`config.mk`:
```
export PLATFORM = sky130hd
export DESIGN_NAME = s_des_cbc_stream
export DESIGN_NICKNAME = d
export VERILOG_FILES = /design/src/rtl/s_des_pkg.sv /design/src/rtl/S_DES_Encrypt.sv /design/src/rtl/s_des_out_fifo.sv /design/src/rtl/s_des_cbc_stream.sv
export SDC_FILE = /design/constraint.sdc
export NUM_CORES = 1
export LEC_CHECK = 0
export BUFFER_PORTS_ARGS = -buffer_cell sky130_fd_sc_hd__buf_2
export CAP_MARGIN = 30
export CORE_UTILIZATION = 38
export DETAILED_ROUTE_END_ITERATION = 10
export PLACE_DENSITY = 0.54
export SYNTH_ARGS = -nofsm -noshare
export SYNTH_HDL_FRONTEND = slang
export SYNTH_SLANG_ARGS = --single-unit
export TNS_END_PERCENT = 1
```
`constraint.sdc`:
```
create_clock -name clk -period 4.8 [get_ports clk]
set_clock_uncertainty 0.1 [all_clocks]
set_input_delay 0.96 -clock clk [delete_from_list [all_inputs] [get_ports clk]]
set_output_delay 0.96 -clock clk [all_outputs]
set_load 0.1 [all_outputs]
```
`src/rtl/s_des_pkg.sv`:
```
// Shared constants for the S-DES CBC stream front-end: default core tables,
// output FIFO depth, front-end state encoding and the table-driven permute helper.
package s_des_pkg;

    // Each hex digit (MSB first) is the LSB-indexed source bit of the matching output bit.
    localparam logic [39:0] P10_DEF  = 40'h7583609124;
    localparam logic [39:0] P8_DEF   = 40'h47362501;
    localparam logic [39:0] IP_DEF   = 40'h62574031;
    localparam logic [39:0] IPI_DEF  = 40'h47531602;
    localparam logic [39:0] EP_DEF   = 40'h03212103;
    localparam logic [39:0] P4_DEF   = 40'h2013;
    // S-box tables: 16 two-bit entries, row-major, entry 0 in the top bits.
    localparam logic [31:0] S0_DEF   = 32'h1B87C493;
    localparam logic [31:0] S1_DEF   = 32'h4EE427DE;

    localparam int FIFO_DEPTH = 2;
    localparam int CNT_W      = $clog2(FIFO_DEPTH + 1);

    typedef enum logic {NOKEY, RUN} state_t;

    // out[j] = v[digit j]; bits at and above n are left zero.
    function automatic logic [9:0] perm(input logic [9:0] v, input logic [39:0] tbl, input int n);
        logic [9:0] o;
        o = '0;
        for (int j = 0; j < 10; j++) begin
            if (j < n) o[j] = v[tbl[4*j +: 4]];
        end
        return o;
    endfunction

endpackage

```
`src/rtl/S_DES_Encrypt.sv`:
```
// Combinational S-DES encryption core (two Feistel rounds, on-the-fly key schedule).
// S_0 serves the low nibble of the expanded half, S_1 the high nibble.
module S_DES_Encrypt
    import s_des_pkg::*;
#(
    parameter logic [39:0] P_10  = P10_DEF,
    parameter logic [39:0] P_8   = P8_DEF,
    parameter logic [39:0] I_P   = IP_DEF,
    parameter logic [39:0] I_P_1 = IPI_DEF,
    parameter logic [39:0] E_P   = EP_DEF,
    parameter logic [39:0] P_4   = P4_DEF,
    parameter logic [31:0] S_0   = S0_DEF,
    parameter logic [31:0] S_1   = S1_DEF
) (
    input  logic [9:0] key,
    input  logic [7:0] plaintext,
    output logic [7:0] ciphertext
);

    logic [9:0] p10, ls1, ls3;
    logic [7:0] k1, k2, ip_out;
    logic [3:0] r1, l2;

    // Row is the outer bit pair, column the inner pair of the nibble.
    function automatic logic [1:0] sbox(input logic [3:0] x, input logic [31:0] tbl);
        logic [3:0] idx;
        idx = {x[3], x[0], x[2], x[1]};
        return tbl[{~idx, 1'b0} +: 2];
    endfunction

    function automatic logic [3:0] fk(input logic [3:0] r, input logic [7:0] k);
        logic [7:0] x;
        x = 8'(perm(10'(r), E_P, 8)) ^ k;
        return 4'(perm(10'({sbox(x[7:4], S_1), sbox(x[3:0], S_0)}), P_4, 4));
    endfunction

    always_comb begin
        p10    = perm(key, P_10, 10);
        ls1    = {p10[8:5], p10[9], p10[3:0], p10[4]};
        ls3    = {ls1[7:5], ls1[9:8], ls1[2:0], ls1[4:3]};
        k1     = 8'(perm(ls1, P_8, 8));
        k2     = 8'(perm(ls3, P_8, 8));
        ip_out = 8'(perm(10'(plaintext), I_P, 8));
        // Round 1 output is swapped; round 2 is not.
        r1     = ip_out[7:4] ^ fk(ip_out[3:0], k1);
        l2     = ip_out[3:0] ^ fk(r1, k2);
    end

    assign ciphertext = 8'(perm(10'({l2, r1}), I_P_1, 8));

endmodule

```
`src/rtl/s_des_out_fifo.sv`:
```
// Two-entry head/tail output FIFO; the head register keeps its last value when
// the FIFO drains so out_data is stable while empty.
module s_des_out_fifo
    import s_des_pkg::*;
#(
    parameter int W = 9
) (
    input  logic             clk,
    input  logic             rst_n,
    input  logic             push,
    input  logic [W-1:0]     push_data,
    input  logic             out_ready,
    output logic             out_valid,
    output logic [W-1:0]     head_data,
    output logic [CNT_W-1:0] count
);

    logic [W-1:0] head, tail;
    logic         wr, rd;

    assign wr        = push && (count < CNT_W'(FIFO_DEPTH));
    assign rd        = out_ready && (count != '0);
    assign out_valid = (count != '0);
    assign head_data = head;

    always_ff @(posedge clk or negedge rst_n) begin
        if (!rst_n) begin
            head  <= '0;
            tail  <= '0;
            count <= '0;
        end else begin
            count <= count + CNT_W'(wr) - CNT_W'(rd);
            if (rd) begin
                if (count == CNT_W'(2)) head <= tail;
                else if (wr)            head <= push_data;
            end else if (wr) begin
                if (count == '0) head <= push_data;
                else             tail <= push_data;
            end
        end
    end

endmodule

```
`src/rtl/s_des_cbc_stream.sv`:
```
// CBC front-end for S_DES_Encrypt: key/IV registers, chaining, 2-deep output FIFO.
// Define S_DES_CBC_STATS_EN to add byte_count/msg_count statistics ports.
module s_des_cbc_stream
    import s_des_pkg::*;
#(
    parameter logic [39:0] P_10  = P10_DEF,
    parameter logic [39:0] P_8   = P8_DEF,
    parameter logic [39:0] I_P   = IP_DEF,
    parameter logic [39:0] I_P_1 = IPI_DEF,
    parameter logic [39:0] E_P   = EP_DEF,
    parameter logic [39:0] P_4   = P4_DEF,
    parameter logic [31:0] S_0   = S0_DEF,
    parameter logic [31:0] S_1   = S1_DEF
) (
    input  logic        clk,
    input  logic        rst_n,
    input  logic        key_load,
    input  logic [9:0]  key_in,
    input  logic        iv_load,
    input  logic [7:0]  iv_in,
    input  logic        in_valid,
    output logic        in_ready,
    input  logic [7:0]  in_data,
    input  logic        in_last,
    output logic        out_valid,
    input  logic        out_ready,
    output logic [7:0]  out_data,
    output logic        out_last,
    output logic        key_valid
`ifdef S_DES_CBC_STATS_EN
    ,
    output logic [15:0] byte_count,
    output logic [15:0] msg_count
`endif
);

    state_t           state, state_nxt;
    logic [9:0]       key_reg;
    logic [7:0]       iv_reg, chain_reg, core_ct;
    logic [CNT_W-1:0] count;
    logic [8:0]       head_data;
    logic             accept;

    always_ff @(posedge clk or negedge rst_n) begin
        if (!rst_n) state <= NOKEY;
        else        state <= state_nxt;
    end

    always_comb begin
        state_nxt = state;
        if (state == NOKEY && key_load) state_nxt = RUN;
    end

    // Loads block acceptance so a byte never chains against a half-updated key/IV.
    assign in_ready = (state == RUN) && (count < CNT_W'(FIFO_DEPTH)) && !key_load && !iv_load;
    assign accept   = in_valid && in_ready;

    S_DES_Encrypt #(
        .P_10(P_10), .P_8(P_8), .I_P(I_P), .I_P_1(I_P_1),
        .E_P(E_P), .P_4(P_4), .S_0(S_0), .S_1(S_1)
    ) u_core (
        .key        (key_reg),
        .plaintext  (in_data ^ chain_reg),
        .ciphertext (core_ct)
    );

    always_ff @(posedge clk or negedge rst_n) begin
        if (!rst_n) begin
            key_reg   <= '0;
            iv_reg    <= '0;
            chain_reg <= '0;
            key_valid <= 1'b0;
        end else begin
            if (key_load) begin
                key_reg   <= key_in;
                key_valid <= 1'b1;
            end
            if (iv_load) begin
                iv_reg    <= iv_in;
                chain_reg <= iv_in;
            end else if (accept) begin
                chain_reg <= in_last ? iv_reg : core_ct;
            end
        end
    end

    s_des_out_fifo #(.W(9)) u_fifo (
        .clk       (clk),
        .rst_n     (rst_n),
        .push      (accept),
        .push_data ({in_last, core_ct}),
        .out_ready (out_ready),
        .out_valid (out_valid),
        .head_data (head_data),
        .count     (count)
    );

    assign out_data = head_data[7:0];
    assign out_last = head_data[8];

`ifdef S_DES_CBC_STATS_EN
    always_ff @(posedge clk or negedge rst_n) begin
        if (!rst_n) begin
            byte_count <= '0;
            msg_count  <= '0;
        end else if (key_load) begin
            byte_count <= '0;
            msg_count  <= '0;
        end else if (accept) begin
            byte_count <= byte_count + 16'd1;
            if (in_last) msg_count <= msg_count + 16'd1;
        end
    end
`endif

endmodule
```
## Yosys cells after proc, flatten, opt, wreduce, memory -nomap -nowiden

Index checks and enable logic that the tools add are counted.

| word-level totals | value |
|---|---|
| input bits | 33 |
| register bits after elaboration | 48 |
| output and inout port bits | 12 |

| cells by class | value |
|---|---|
| shift operators | 4 |
| add/sub/neg operators | 2 |
| equal/unequal tests | 1 |
| bitwise logic cells | 12 |
| $lt $le $gt $ge | 1 |
| muxes and demuxes | 8 |
| reduce and logical (&&, ||, !) cells | 17 |

Operators with widths:

| cell | number |
|---|---|
| indexed part select 32 x 6 -> 2 bit, first input constant | 4 |
| two-way mux 9 bit | 5 |
| two-way mux 8 bit | 3 |
| XOR 8 bit | 3 |
| inverter 4 bit | 4 |
| nonzero test 2 bit | 5 |
| XOR 4 bit | 2 |
| logical AND 1 bit | 7 |
| AND reduction 3 bit | 2 |
| inverter 1 bit | 3 |
| adder 2 x 1 -> 2 bit | 1 |
| == test 2 bit, second input constant | 1 |
| logical NOT 1 bit | 2 |
| logical NOT 2 bit | 1 |
| less-than comparator 2 bit, second input constant | 1 |
| subtractor 2 x 1 -> 2 bit | 1 |

## Logic depth before layout (Yosys ltp)

Gate-level depths: netlist of run 1.

| depth | value |
|---|---|
| word-level depth | 12 |
| gate-level depth with buffers | 12 |
| depth with buffers taken out | 12 |

## By module

Synthesis of run 1 repeated with hierarchy kept, for this count alone.

| unflattened totals | value |
|---|---|
| cells, all modules | 246 |
| area, all modules | 2,851.5 um^2 |

Modules (own cells, without submodules):

| module | area each (um^2) | cells an instance | instances |
|---|---|---|---|
| s_des_cbc_stream | 1,262.5 | 105 | 1 |
| s_des_out_fifo | 919.6 | 62 | 1 |
| S_DES_Encrypt | 669.4 | 79 | 1 |

## Worst setup path before layout of run 1

OpenSTA, ideal clock, no wires.

| path | value |
|---|---|
| path type | input port to flip-flop |
| start point | input key_load |
| end point | register u_fifo.head[8], in the netlist u_fifo.head_data[8] |
| required time | 4.618 ns |
| data arrival time | 5.477 ns |
| library setup time | 0.082 ns |
| stages on the path | 8 |
| setup slack | -0.859 ns |
| path through | nor4b_1 nand2_1 inv_1 a21oi_1 o21ai_1 clkbuf_1 nor2_1 a31oi_1 |

| between the ends | value |
|---|---|
| longest elaborated chain between the ends | 7 |
| elaborated cells between the ends (all ways) | 8 |
| classes of those cells | 8 x reduce/logical |

Ends and longest elaborated chain:

| what | line | source |
|---|---|---|
| start: declaration | s_des_cbc_stream.sv:17 | `input logic key_load,` |
| logical NOT 1 bit (*) | s_des_cbc_stream.sv:55 | `assign in_ready = (state == RUN) && (count < CNT_W'(FIFO_DEPTH)) && !key_load && !iv_load;` |
| logical AND 1 bit (*) (2 in a row) | s_des_cbc_stream.sv:55 |  |
| logical AND 1 bit (*) | s_des_cbc_stream.sv:56 | `assign accept = in_valid && in_ready;` |
| logical AND 1 bit (*) | s_des_out_fifo.sv:21 | `assign wr = push && (count < CNT_W'(FIFO_DEPTH));` |
| nonzero test 2 bit (no line) | -- |  |
| AND reduction 3 bit (no line) (*) | -- |  |
| end signal: assignment | s_des_out_fifo.sv:34 | `if (count == CNT_W'(2)) head <= tail;` |
| end signal: assignment | s_des_out_fifo.sv:35 | `else if (wr) head <= push_data;` |
| end signal: assignment | s_des_out_fifo.sv:37 | `if (count == '0) head <= push_data;` |
| end: declaration | s_des_out_fifo.sv:18 | `logic [W-1:0] head, tail;` |

Mark *: on every way between the ends. The rest lies on a longest branch, timed or not.
A chain may end at the register's enable or synchronous reset.

## Worst setup path after layout of run 1

| path | value |
|---|---|
| start point | input in_data[3] |
| end point | register u_fifo.head[5], in the netlist u_fifo.head_data[5] |

| between the ends | value |
|---|---|
| longest elaborated chain between the ends | 12 |
| elaborated cells between the ends (all ways) | 16 |
| classes of those cells | 3 x shift; 5 x mux; 8 x bitwise |

Ends and longest elaborated chain:

| what | line | source |
|---|---|---|
| start: declaration | s_des_cbc_stream.sv:23 | `input logic [7:0] in_data,` |
| XOR 8 bit (*) | s_des_cbc_stream.sv:63 | `.plaintext (in_data ^ chain_reg),` |
| XOR 8 bit | S_DES_Encrypt.sv:33 | `x = 8'(perm(10'(r), E_P, 8)) ^ k;` |
| inverter 4 bit | S_DES_Encrypt.sv:28 | `return tbl[{~idx, 1'b0} +: 2];` |
| indexed part select 32 x 6 -> 2 bit | S_DES_Encrypt.sv:28 |  |
| XOR 4 bit | S_DES_Encrypt.sv:45 | `r1 = ip_out[7:4] ^ fk(ip_out[3:0], k1);` |
| XOR 8 bit | S_DES_Encrypt.sv:33 |  |
| inverter 4 bit | S_DES_Encrypt.sv:28 |  |
| indexed part select 32 x 6 -> 2 bit | S_DES_Encrypt.sv:28 |  |
| XOR 4 bit (*) | S_DES_Encrypt.sv:46 | `l2 = ip_out[3:0] ^ fk(r1, k2);` |
| two-way mux 9 bit (on tied branches) | s_des_out_fifo.sv:37, s_des_out_fifo.sv:35 |  |
| two-way mux 9 bit (on tied branches) | s_des_out_fifo.sv:36, s_des_out_fifo.sv:34 |  |
| two-way mux 9 bit (*) | s_des_out_fifo.sv:33 | `if (rd) begin` |

Mark *: on every way between the ends. The rest lies on a longest branch, timed or not. The select of a mux whose other input is x is not followed.

==> results of run 1 <==
==> power breakdown <==
part	leakage, uW	total (uW)	switching [uW]	internal (uW)
logic	0.000841	1420	908	507
clock network	0.0000687	355	145	210
registers	0.000565	598	77.7	520
total	0.00147	2370	1130	1240
==> cells by family after synthesis <==
kind of cell,count (synthesis)
AO/OA/AOI/OAI,55
XOR/XNOR,48
adder cells (fa/ha/maj),4
buffers and inverters,22
flip-flops,48
multiplexers,29
AND/OR/NAND/NOR,53
==> critical path, cell delays in order <==
cell	delay, ns
buf_2	0.13
xor3_2	0.42
o21ai_0	0.22
o22ai_2	0.15
xnor2_1	0.38
ha_1	0.22
inv_1	0.04
mux2_1	0.28
mux2i_1	0.16
xnor2_1	0.22
o21ai_1	0.12
==> cell type report <==
type / count / area, um2 / share of cell area [%]
inverter: 11 / 41.3 / 1.26
tap: 99 / 124 / 3.79
clock inverter: 3 / 68.8 / 2.10
multi-input combinational: 189 / 1530 / 46.8
sequential: 48 / 1200 / 36.7
timing repair buffer: 46 / 235 / 7.19
clock buffer: 5 / 68.8 / 2.10
==> synthesized netlist by cell type, drive strengths merged (2+ instances only) <==
| cell type | number | share of area [%] |
|---|---|---|
| dfrtp | 48 | 43 |
| xnor2 | 27 | 8.9 |
| nand2 | 25 | 3.3 |
| o21ai | 25 | 4.4 |
| mux2 | 20 | 8.1 |
| xor2 | 14 | 4.3 |
| a21oi | 12 | 2.1 |
| inv | 11 | 1.5 |
| mux2i | 9 | 4.1 |
| nor2 | 9 | 1.2 |
| clkbuf | 8 | 1.1 |
| xor3 | 5 | 4.3 |
| ha | 4 | 1.8 |
| a31oi | 3 | 0.66 |
| buf | 3 | 0.93 |
| nand3 | 3 | 0.53 |
| nand3b | 3 | 0.80 |
| or2 | 3 | 0.66 |
| a21boi | 2 | 0.53 |
| a22oi | 2 | 0.53 |
| and3 | 2 | 0.44 |
| nand2b | 2 | 0.44 |
| o21a | 2 | 0.53 |
| o22a | 2 | 0.62 |
| o22ai | 2 | 0.66 |
| xnor3 | 2 | 1.6 |
==> placed cells by master, fill, tap and decap left out, types with 5 or more instances in the layout <==
cell / n
clkbuf_8: 5
xnor2_1: 25
mux2_2: 18
mux2i_1: 7
buf_2: 44
dfrtp_1: 48
inv_1: 11
nor2_1: 9
o21ai_0: 21
xor2_1: 14
nand2_1: 25
a21oi_1: 12
==> worst paths after layout <==
| path | startpoint | endpoint | slack (ns) | cells after the start |
|---|---|---|---|---|
| max | in_data[3] | u_fifo.head_data[5]$_DFFE_PN0P_ | 1.57 | 11 |
| min | key_valid$_DFFE_PN0P_ | key_valid$_DFFE_PN0P_ | 0.37 | 1 |
| max reg2reg | chain_reg[3]$_DFFE_PN0P_ | u_fifo.head_data[5]$_DFFE_PN0P_ | 1.86 | 10 |
| min reg2reg | key_valid$_DFFE_PN0P_ | key_valid$_DFFE_PN0P_ | 0.37 | 1 |
| max in group asynchronous | rst_n | key_reg[9]$_DFFE_PN0P_ | 3.53 | 2 |
| min in group asynchronous | rst_n | u_fifo.head_data[2]$_DFFE_PN0P_ | 0.63 | 2 |
==> stage by stage <==
stage / hold slack, ns / setup WS, ns
after floorplan: 0.330 / 0.674
after global placement: 0.347 / 1.25
after detailed placement: 0.351 / 1.23
after CTS: 0.375 / 1.56
after global routing: 0.399 / 1.41
final: 0.372 / 1.57
==> metal layers <==
metal	track usage, %	up-vias	share of wire (%)	routed length (um)
met4	3.08	0	0.46	27
met3	3.02	2	2.9	171
met5	0	-	0	0
li1	-	979	-	-
met1	21.8	937	47	2750
met2	28.5	38	50	2900
==> reports/qor.yml, run 1 <==
status: "completed"
setup_violations: 0
tritoncts: "done"
clock_path_buffers: 2
clkTransAtPathRegs_ns: 0.10
p_leak_uw: 0.00147
synth_area_per_cell_um2: 10.9
antennaDiodeCount: 0
cts_sinks: 48
fin_area_mm2: 0.00327
port_buffers: 44
path_class: "input port to register"
drive_gt1_share_pct: 28.5
synthMuxAreaShare_pct: 12.2
final_hold_viol_count: 0
synth_compound_area_share_pct: 11.9
slew_headroom_pct: 58.9
finalMaxSlewViolations: 0
area_growth_pct: 15.8
cp.arrival_ns: 3.31
yosys.area_share.simple_pct: 8.95
startpoint_type: "input port"
grt_pass1_wl_um: 9530
power_density_mw_per_mm2: 724
final_cells: 401
synth-warning-count: 0
grt_setup_unrepaired: "no"
cts_buffers: 5
synth_seq_area_share_pct: 42.5
fin_setup_tns_ns: 0
cp_max_fo: 5
drt-wirelength-per-cell_um: 14.6
synth-seq-cells: 48
synth.distinct_cells: 46
gr-total-overflow: 0
min_period_ns: 3.23
synth-xor-area-share_pct: 19.2
cts_max_level: 2
fillers: 737
synth_edf_count: 0
cts_resized: 0
synthAdderAreaFrac_pct: 1.77
drtAntennaViolNets: 0
fin_total_pwr_uw: 2370
async_flop_share_pct: 100
via_count: 1956
hold_buffers: 0
synth_top_family_by_area: "XOR/XNOR gates"
start_util_pct: 39.1
grt_max_degree: 49
routed_wl_um: 5860
grt_pass1_vias: 1882
synth_nets: 296
cp_data_required_time_ns: 4.88
dieArea_mm2: 0.00778
viasPerCell: 4.88
syn_area_mm2: 0.00282
max-cap-violations: 0
io_pins: 45
place_inst: 393
drc: 0
gp_congestion: 0.762
grt.total_usage_pct: 16.5
utilization_pct: 45.3
antenna_found_initial: 0
hp-class: "register to register"
root_buffer: "clkbuf_8"
fmax_mhz: 310
synthCells: 259
post_cts_buffers: 0
dpl_cell_area_mm2: 0.00313
largest_reg_flops: 10
hpwlAfterDp_um: 4560
drt_first_pass_iters: 4
cp-end-kind: "register"
tightest_slew_ns: 0.616
design.core.area_mm2: 0.00721
synthFlopType: "dfrtp_1"
fin_crit_sh_pct: 67.2
vdd_drop_max_mv: 0.278
fin_nets: 338
die_h_um: 88.2
placementRows: 31
die_w_um: 88.2
drt-initial-drc-count: 65
insertion_delay_ns: 0.30
No activity file was read; power rests on OpenSTA's default activity.
==> inputs of run 2 (changes only) <==
--- a/config.mk
+++ b/config.mk
@@ -9,7 +9,7 @@
 export CAP_MARGIN = 30
 export CORE_UTILIZATION = 38
 export DETAILED_ROUTE_END_ITERATION = 10
-export PLACE_DENSITY = 0.54
+export PLACE_DENSITY = 0.56
 export SYNTH_ARGS = -nofsm -noshare
 export SYNTH_HDL_FRONTEND = slang
 export SYNTH_SLANG_ARGS = --single-unit
==> constraint.sdc (replaced) <==
create_clock -name clk -period 2.69 [get_ports clk]
set_clock_uncertainty 0.1 [all_clocks]
set_input_delay 0.538 -clock clk [delete_from_list [all_inputs] [get_ports clk]]
set_output_delay 0.538 -clock clk [all_outputs]
set_load 0.1 [all_outputs]
==> run 2 against run 1 <==
  * The run now ends with negative setup slack left
  * Wire length rose by 5.5%
  * Worst hold slack got worse by 0.34 ns
  * Sequential power rose by 79%
  * Total power rose by 110%
  * Clock power rose by 77%
  * Global-route usage rose by 1.2 points
  * First-iteration DRC count fell by 15%
  * Critical path type is now register to register
  * Largest cell class unchanged
==> reports/qor.yml, run 2 (synthesis gave the netlist of run 1 again) <==
final_hold_viol_count: 0  # unchanged
antennaDiodeCount: 0  # unchanged
gr-total-overflow: 0  # unchanged
io_pins: 45  # unchanged
drive_gt1_share_pct: 41.2  # +13 points
setup_violations: 5  # +5
placementRows: 31  # unchanged
cts_max_level: 2  # unchanged
fin_crit_sh_pct: 102
tightest_slew_ns: 0.559  # -0.0573 ns
antenna_found_initial: 0  # unchanged
finalMaxSlewViolations: 0  # unchanged
die_w_um: 88.2  # unchanged
fillers: 690  # -6.4%
cp.arrival_ns: 2.82  # -0.49 ns
grt_setup_unrepaired: "yes"
drtAntennaViolNets: 0  # unchanged
grt.total_usage_pct: 17.7  # +1.2 points
hpwlAfterDp_um: 4850  # +6.4%
cp_data_required_time_ns: 2.76  # -2.12 ns
fin_setup_tns_ns: -0.182  # -0.182 ns
place_inst: 426  # +8.4%
min_period_ns: 2.75
die_h_um: 88.2  # unchanged
viasPerCell: 4.74  # -2.9%
clock_path_buffers: 2  # unchanged
final_cells: 436  # +8.7%
grt_max_degree: 25  # -49%
mostFrequentLayoutCell: "dfrtp_1"
status: "finished, violations left"
root_buffer: "clkbuf_8"
fmax_mhz: 363
grt_pass1_vias: 2122  # +13%
design.core.area_mm2: 0.00721  # unchanged
via_count: 2066  # +5.6%
gp_congestion: 0.779  # +2.2%
power_density_mw_per_mm2: 1340  # +86%
startpoint_type: "register"
utilization_pct: 50.8  # +5.5 points
routed_wl_um: 6180  # +5.5%
drt-wirelength-per-cell_um: 14.2  # -3.0%
drt-initial-drc-count: 55  # -15%
port_buffers: 44  # unchanged
cp-end-kind: "register"
hp-class: "input port to asynchronous set/reset pin"
violations: "negative setup slack"
cp_max_fo: 3  # -2
largest_reg_flops: 10  # unchanged
fin_nets: 373  # +10%
path_class: "register to register"
drt_first_pass_iters: 4  # unchanged
clkTransAtPathRegs_ns: 0.10  # about the same
slew_headroom_pct: 62.6  # +3.7 points
cts_sinks: 48  # unchanged
start_util_pct: 39.1  # unchanged
max-cap-violations: 0  # unchanged
insertion_delay_ns: 0.30  # about the same
p_leak_uw: 0.00170  # +15%
drc: 0  # unchanged
worst_slack_ns: -0.0626  # -1.64 ns
post-place-ws_ns: -0.350  # -1.58 ns
hold_buffers: 0  # unchanged
cts_buffers: 5  # unchanged
area_growth_pct: 29.9
tritoncts: "done"
vdd_drop_max_mv: 0.432  # +56%
final_cell_mix: "48 x dfrtp_1, 44 x buf_2, 35 x buf_4"
grt_pass1_wl_um: 10300  # +7.8%
dieArea_mm2: 0.00778  # unchanged
==> run 2: cell types whose count changed in the layout (fill, tap and decap cells not counted), moves of 2 or more <==
| cell | previous run | this run |
|---|---|---|
| mux2i_1 | 7 | 5 |
| buf_4 | 2 | 35 |
| o21ai_0 | 21 | 19 |
| xnor2_1 | 25 | 18 |
| ha_1 | 4 | 2 |
| xnor2_2 | 2 | 8 |
==> run 2: worst paths after layout <==
kind,start,endpoint,slack (ns),depth (start not counted)
max,key_reg[7]$_DFFE_PN0P_,u_fifo.tail[5]$_DFFE_PN0P_,-0.06,12
min,rst_n,u_fifo.count[1]$_DFF_PN0_,0.03,1
max reg2reg,key_reg[7]$_DFFE_PN0P_,u_fifo.tail[5]$_DFFE_PN0P_,-0.06,12
min reg2reg,key_valid$_DFFE_PN0P_,key_valid$_DFFE_PN0P_,0.38,1
max in group asynchronous,rst_n,chain_reg[0]$_DFFE_PN0P_,1.86,2
min in group clk,key_in[8],key_reg[8]$_DFFE_PN0P_,0.36,2
==> run 2: area by class of cell <==
cell class,count,area (um2),area share [%]
Clock buffer,5,68.8,1.88
Clock inverter,3,68.8,1.88
Inverter,11,41.3,1.13
Multi-Input combinational cell,189,1650,45.0
Sequential cell,48,1200,32.7
Tap cell,99,124,3.38
Timing Repair Buffer,81,514,14.0
==> run 2: metal layers <==
layer / wire length, um / GRT usage, %
met1: 2800 / 22.6
met2: 3140 / 31.3
met3: 208 / 3.20
met4: 30 / 3.67
met5: 0 / 0
==> run 2: where the power goes <==
| group | switching, uW | total, uW | leakage [uW] | internal [uW] |
|---|---|---|---|---|
| clock network | 256 | 630 | 0.0000687 | 374 |
| logic | 1820 | 3230 | 0.00107 | 1410 |
| registers | 138 | 1070 | 0.000565 | 928 |
| total | 2220 | 4930 | 0.00170 | 2710 |
==> run 2: critical path, stage by stage, from the launching register on <==
cell and delay, ns:
dfrtp_1 0.39, xnor3_2 0.43, ha_4 0.13, inv_1 0.03, mux2_4 0.26, mux2i_4 0.24, xnor2_2 0.16, ha_2 0.19
inv_1 0.04, mux2_4 0.26, mux2i_4 0.16, xnor2_2 0.15, o21ai_1 0.09
==> run 2: repair_timing <==
action | in CTS | in global routing
pin swaps | 7 | 5
resized for setup | 8 | 12
setup endpoints to repair | 10 | 13
setup buffers | 2 | 0
==> run 2: through the flow <==
| step | hold WS, ns | cell area (um2) | power [uW] |
|---|---|---|---|
| after floorplan | 0.142 | 2860 | 3130 |
| after global placement | 0.345 | 3410 | 3890 |
| after detailed placement | 0.365 | 3410 | 3940 |
| after CTS | 0.0513 | 3600 | 4750 |
| after global routing | 0.0610 | 3670 | 5250 |
| final | 0.0346 | 3670 | 4930 |
==> inputs of run 3 (changes only) <==
--- a/config.mk
+++ b/config.mk
@@ -7,9 +7,9 @@
 export LEC_CHECK = 0
 export BUFFER_PORTS_ARGS = -buffer_cell sky130_fd_sc_hd__buf_2
 export CAP_MARGIN = 30
-export CORE_UTILIZATION = 38
+export CORE_UTILIZATION = 50
 export DETAILED_ROUTE_END_ITERATION = 10
-export PLACE_DENSITY = 0.56
+export PLACE_DENSITY = 0.82
 export SYNTH_ARGS = -nofsm -noshare
 export SYNTH_HDL_FRONTEND = slang
 export SYNTH_SLANG_ARGS = --single-unit
==> run 3 against run 2 <==
  * The run still ends with negative setup slack left
  * Largest cell class unchanged
  * Global-route usage grew 4.5 points
  * Cell count shrank 6.2%
  * Total power grew 4.4%
  * Register-to-register slack lost 0.10 ns
  * Combinational power grew 6.5%
  * Clock-buffer cell count is the same
  * Critical path depth shrank 1
  * Utilization grew 19 points
  * Cell area grew 0.41%
==> reports/qor.yml, run 3 (synthesis gave the netlist of run 1 again) <==
finalMaxSlewViolations: 0  # unchanged
fin_crit_sh_pct: 106  # +3.8 points
utilization_pct: 69.9  # +19 points
gr-total-overflow: 0  # unchanged
status: "finished, violations left"
cp.arrival_ns: 2.94  # +0.12 ns
startpoint_type: "register"
path_cells: "xnor3_2 -> buf_6 -> mux2_4 -> mux2i_4 -> xnor2_2 -> ha_2 -> inv_2 -> mux2_4 -> mux2i_4 -> xnor2_2 -> o21ai_1"
via_count: 2209  # +6.9%
io_pins: 45  # unchanged
placementRows: 26  # -16%
area_growth_pct: 30.4
antennaDiodeCount: 0  # unchanged
cp_max_fo: 3  # unchanged
vdd_drop_max_mv: 0.945  # +120%
seqCellArea_mm2: 0.00120  # unchanged
gp_congestion: 0.868  # +12%
fin_nets: 375  # +0.54%
grt_pass1_vias: 2176  # +2.5%
hpwlAfterDp_um: 4660  # -4.1%
tritoncts: "done"
place_inst: 398  # -6.6%
slew_headroom_pct: 59.1  # -3.5 points
min_period_ns: 2.86  # +0.104 ns
cts_sinks: 48  # unchanged
path_class: "register to register"
worst_slack_ns: -0.166  # -0.104 ns
cp_data_required_time_ns: 2.77  # about the same
multi_input_area_mm2: 0.00169  # +2.2%
setup_violations: 12  # +7
die_h_um: 77.2  # -13%
clock_path_buffers: 2  # unchanged
drt_first_pass_iters: 4  # unchanged
root_buffer: "clkbuf_8"
insertion_delay_ns: 0.31  # about the same
max-cap-violations: 0  # unchanged
routed_wl_um: 6540  # +5.8%
final_cell_mix: "48 x dfrtp_1, 44 x buf_2, 37 x buf_4"
mostFrequentLayoutCell: "dfrtp_1"
violations: "negative setup slack"
cts_buffers: 5  # unchanged
antenna_found_initial: 0  # unchanged
port_buffers: 44  # unchanged
design.core.area_mm2: 0.00527  # -27%
power_density_mw_per_mm2: 1400  # +3.9%
dieArea_mm2: 0.00595  # -23%
viasPerCell: 5.40  # +14%
grt_setup_unrepaired: "yes"
cpPeakStageDelay_ns: 0.48  # +0.05 ns
final_hold_viol_count: 0  # unchanged
grt.total_usage_pct: 22.2  # +4.5 points
largest_reg_flops: 10  # unchanged
drt-wirelength-per-cell_um: 16.0  # +13%
final_cells: 409  # -6.2%
cp-end-kind: "register"
die_w_um: 77.2  # -13%
grt_max_degree: 49  # +96%
post-place-ws_ns: -0.371  # -0.0207 ns
whs_ns: 0.219  # +0.184 ns
drc: 0  # unchanged
cts_max_level: 2  # unchanged
start_util_pct: 53.6  # +14 points
fillers: 405  # -41%
drt-initial-drc-count: 113  # +110%
fmax_mhz: 350  # -3.6%
grt_pass1_wl_um: 10200  # -0.74%
crit_slowest_cell: "xnor3_2"
drive_gt1_share_pct: 43.7  # +2.4 points
drtAntennaViolNets: 0  # unchanged
tightest_slew_ns: 0.614  # +0.0544 ns
p_leak_uw: 0.00173  # +1.6%
clkTransAtPathRegs_ns: 0.09  # about the same
hp-class: "input port to asynchronous set/reset pin"
run 3: cell count changes in the layout (fill, tap and decap cells not counted), sizes merged:
cell / change
buf: +2
run 3: area by class of cell:
type                            instances  share of cell area, %
Multi-Input combinational cell        189                   45.8
Sequential cell                        48                   32.6
Clock inverter                          3                   1.87
Timing Repair Buffer                   83                   14.4
Tap cell                               70                   2.38
Inverter                               11                   1.12
Clock buffer                            5                   1.87
run 3: what timing repair did:
item / in CTS / in global routing
resized for setup: 11 / 16
buffers inserted: 2 / 1
hold buffers: 0 / 0
pin swaps: 7 / 3
endpoints found under the setup margin: 12 / 13
run 3: through the flow:
stage / power (uW) / TNS, ns / cell area, um2
3_3_place_gp: 3880 / -2.07 / 3380
3_5_place_dp: 4000 / -3.44 / 3380
2_1_floorplan: 3130 / -1.27 / 2860
6_report: 5140 / -0.951 / 3680
5_1_grt: 5420 / -2.20 / 3680
4_1_cts: 4800 / -0.480 / 3590
run 3: path summary, 6_finish.rpt:
path	from	end	slack (ns)	depth (start not counted)
max reg2reg	chain_reg[3]$_DFFE_PN0P_	u_fifo.tail[5]$_DFFE_PN0P_	-0.17	11
min in group clk	key_in[1]	key_reg[1]$_DFFE_PN0P_	0.34	3
max	chain_reg[3]$_DFFE_PN0P_	u_fifo.tail[5]$_DFFE_PN0P_	-0.17	11
min reg2reg	key_valid$_DFFE_PN0P_	key_valid$_DFFE_PN0P_	0.38	1
min	rst_n	u_fifo.tail[3]$_DFFE_PN0P_	0.22	2
max in group asynchronous	rst_n	iv_reg[4]$_DFFE_PN0P_	1.86	2
run 3: critical path, delay by kind of cell (launching register included):
family / cells / cell delay, ns
adder cells (fa/ha/maj): 1 / 0.19
buffers and inverters: 2 / 0.17
multiplexers: 4 / 0.95
XOR/XNOR: 3 / 0.81
flip-flops: 1 / 0.40
AO/OA/AOI/OAI: 1 / 0.09
run 3: layer usage:
layer  GRT usage [%]  vias to the layer above  share of wire, %
met5               0                        -                 0
met2            39.7                       68                52
li1                -                     1058                 -
met4            8.30                        0               2.2
met3            3.81                       12               4.7
met1            26.4                     1071                41
run 3: power breakdown:
group          switching (uW)  internal (uW)  leakage (uW)
sequential                138            928      0.000565
clock                     258            374     0.0000687
combinational            1940           1510       0.00109
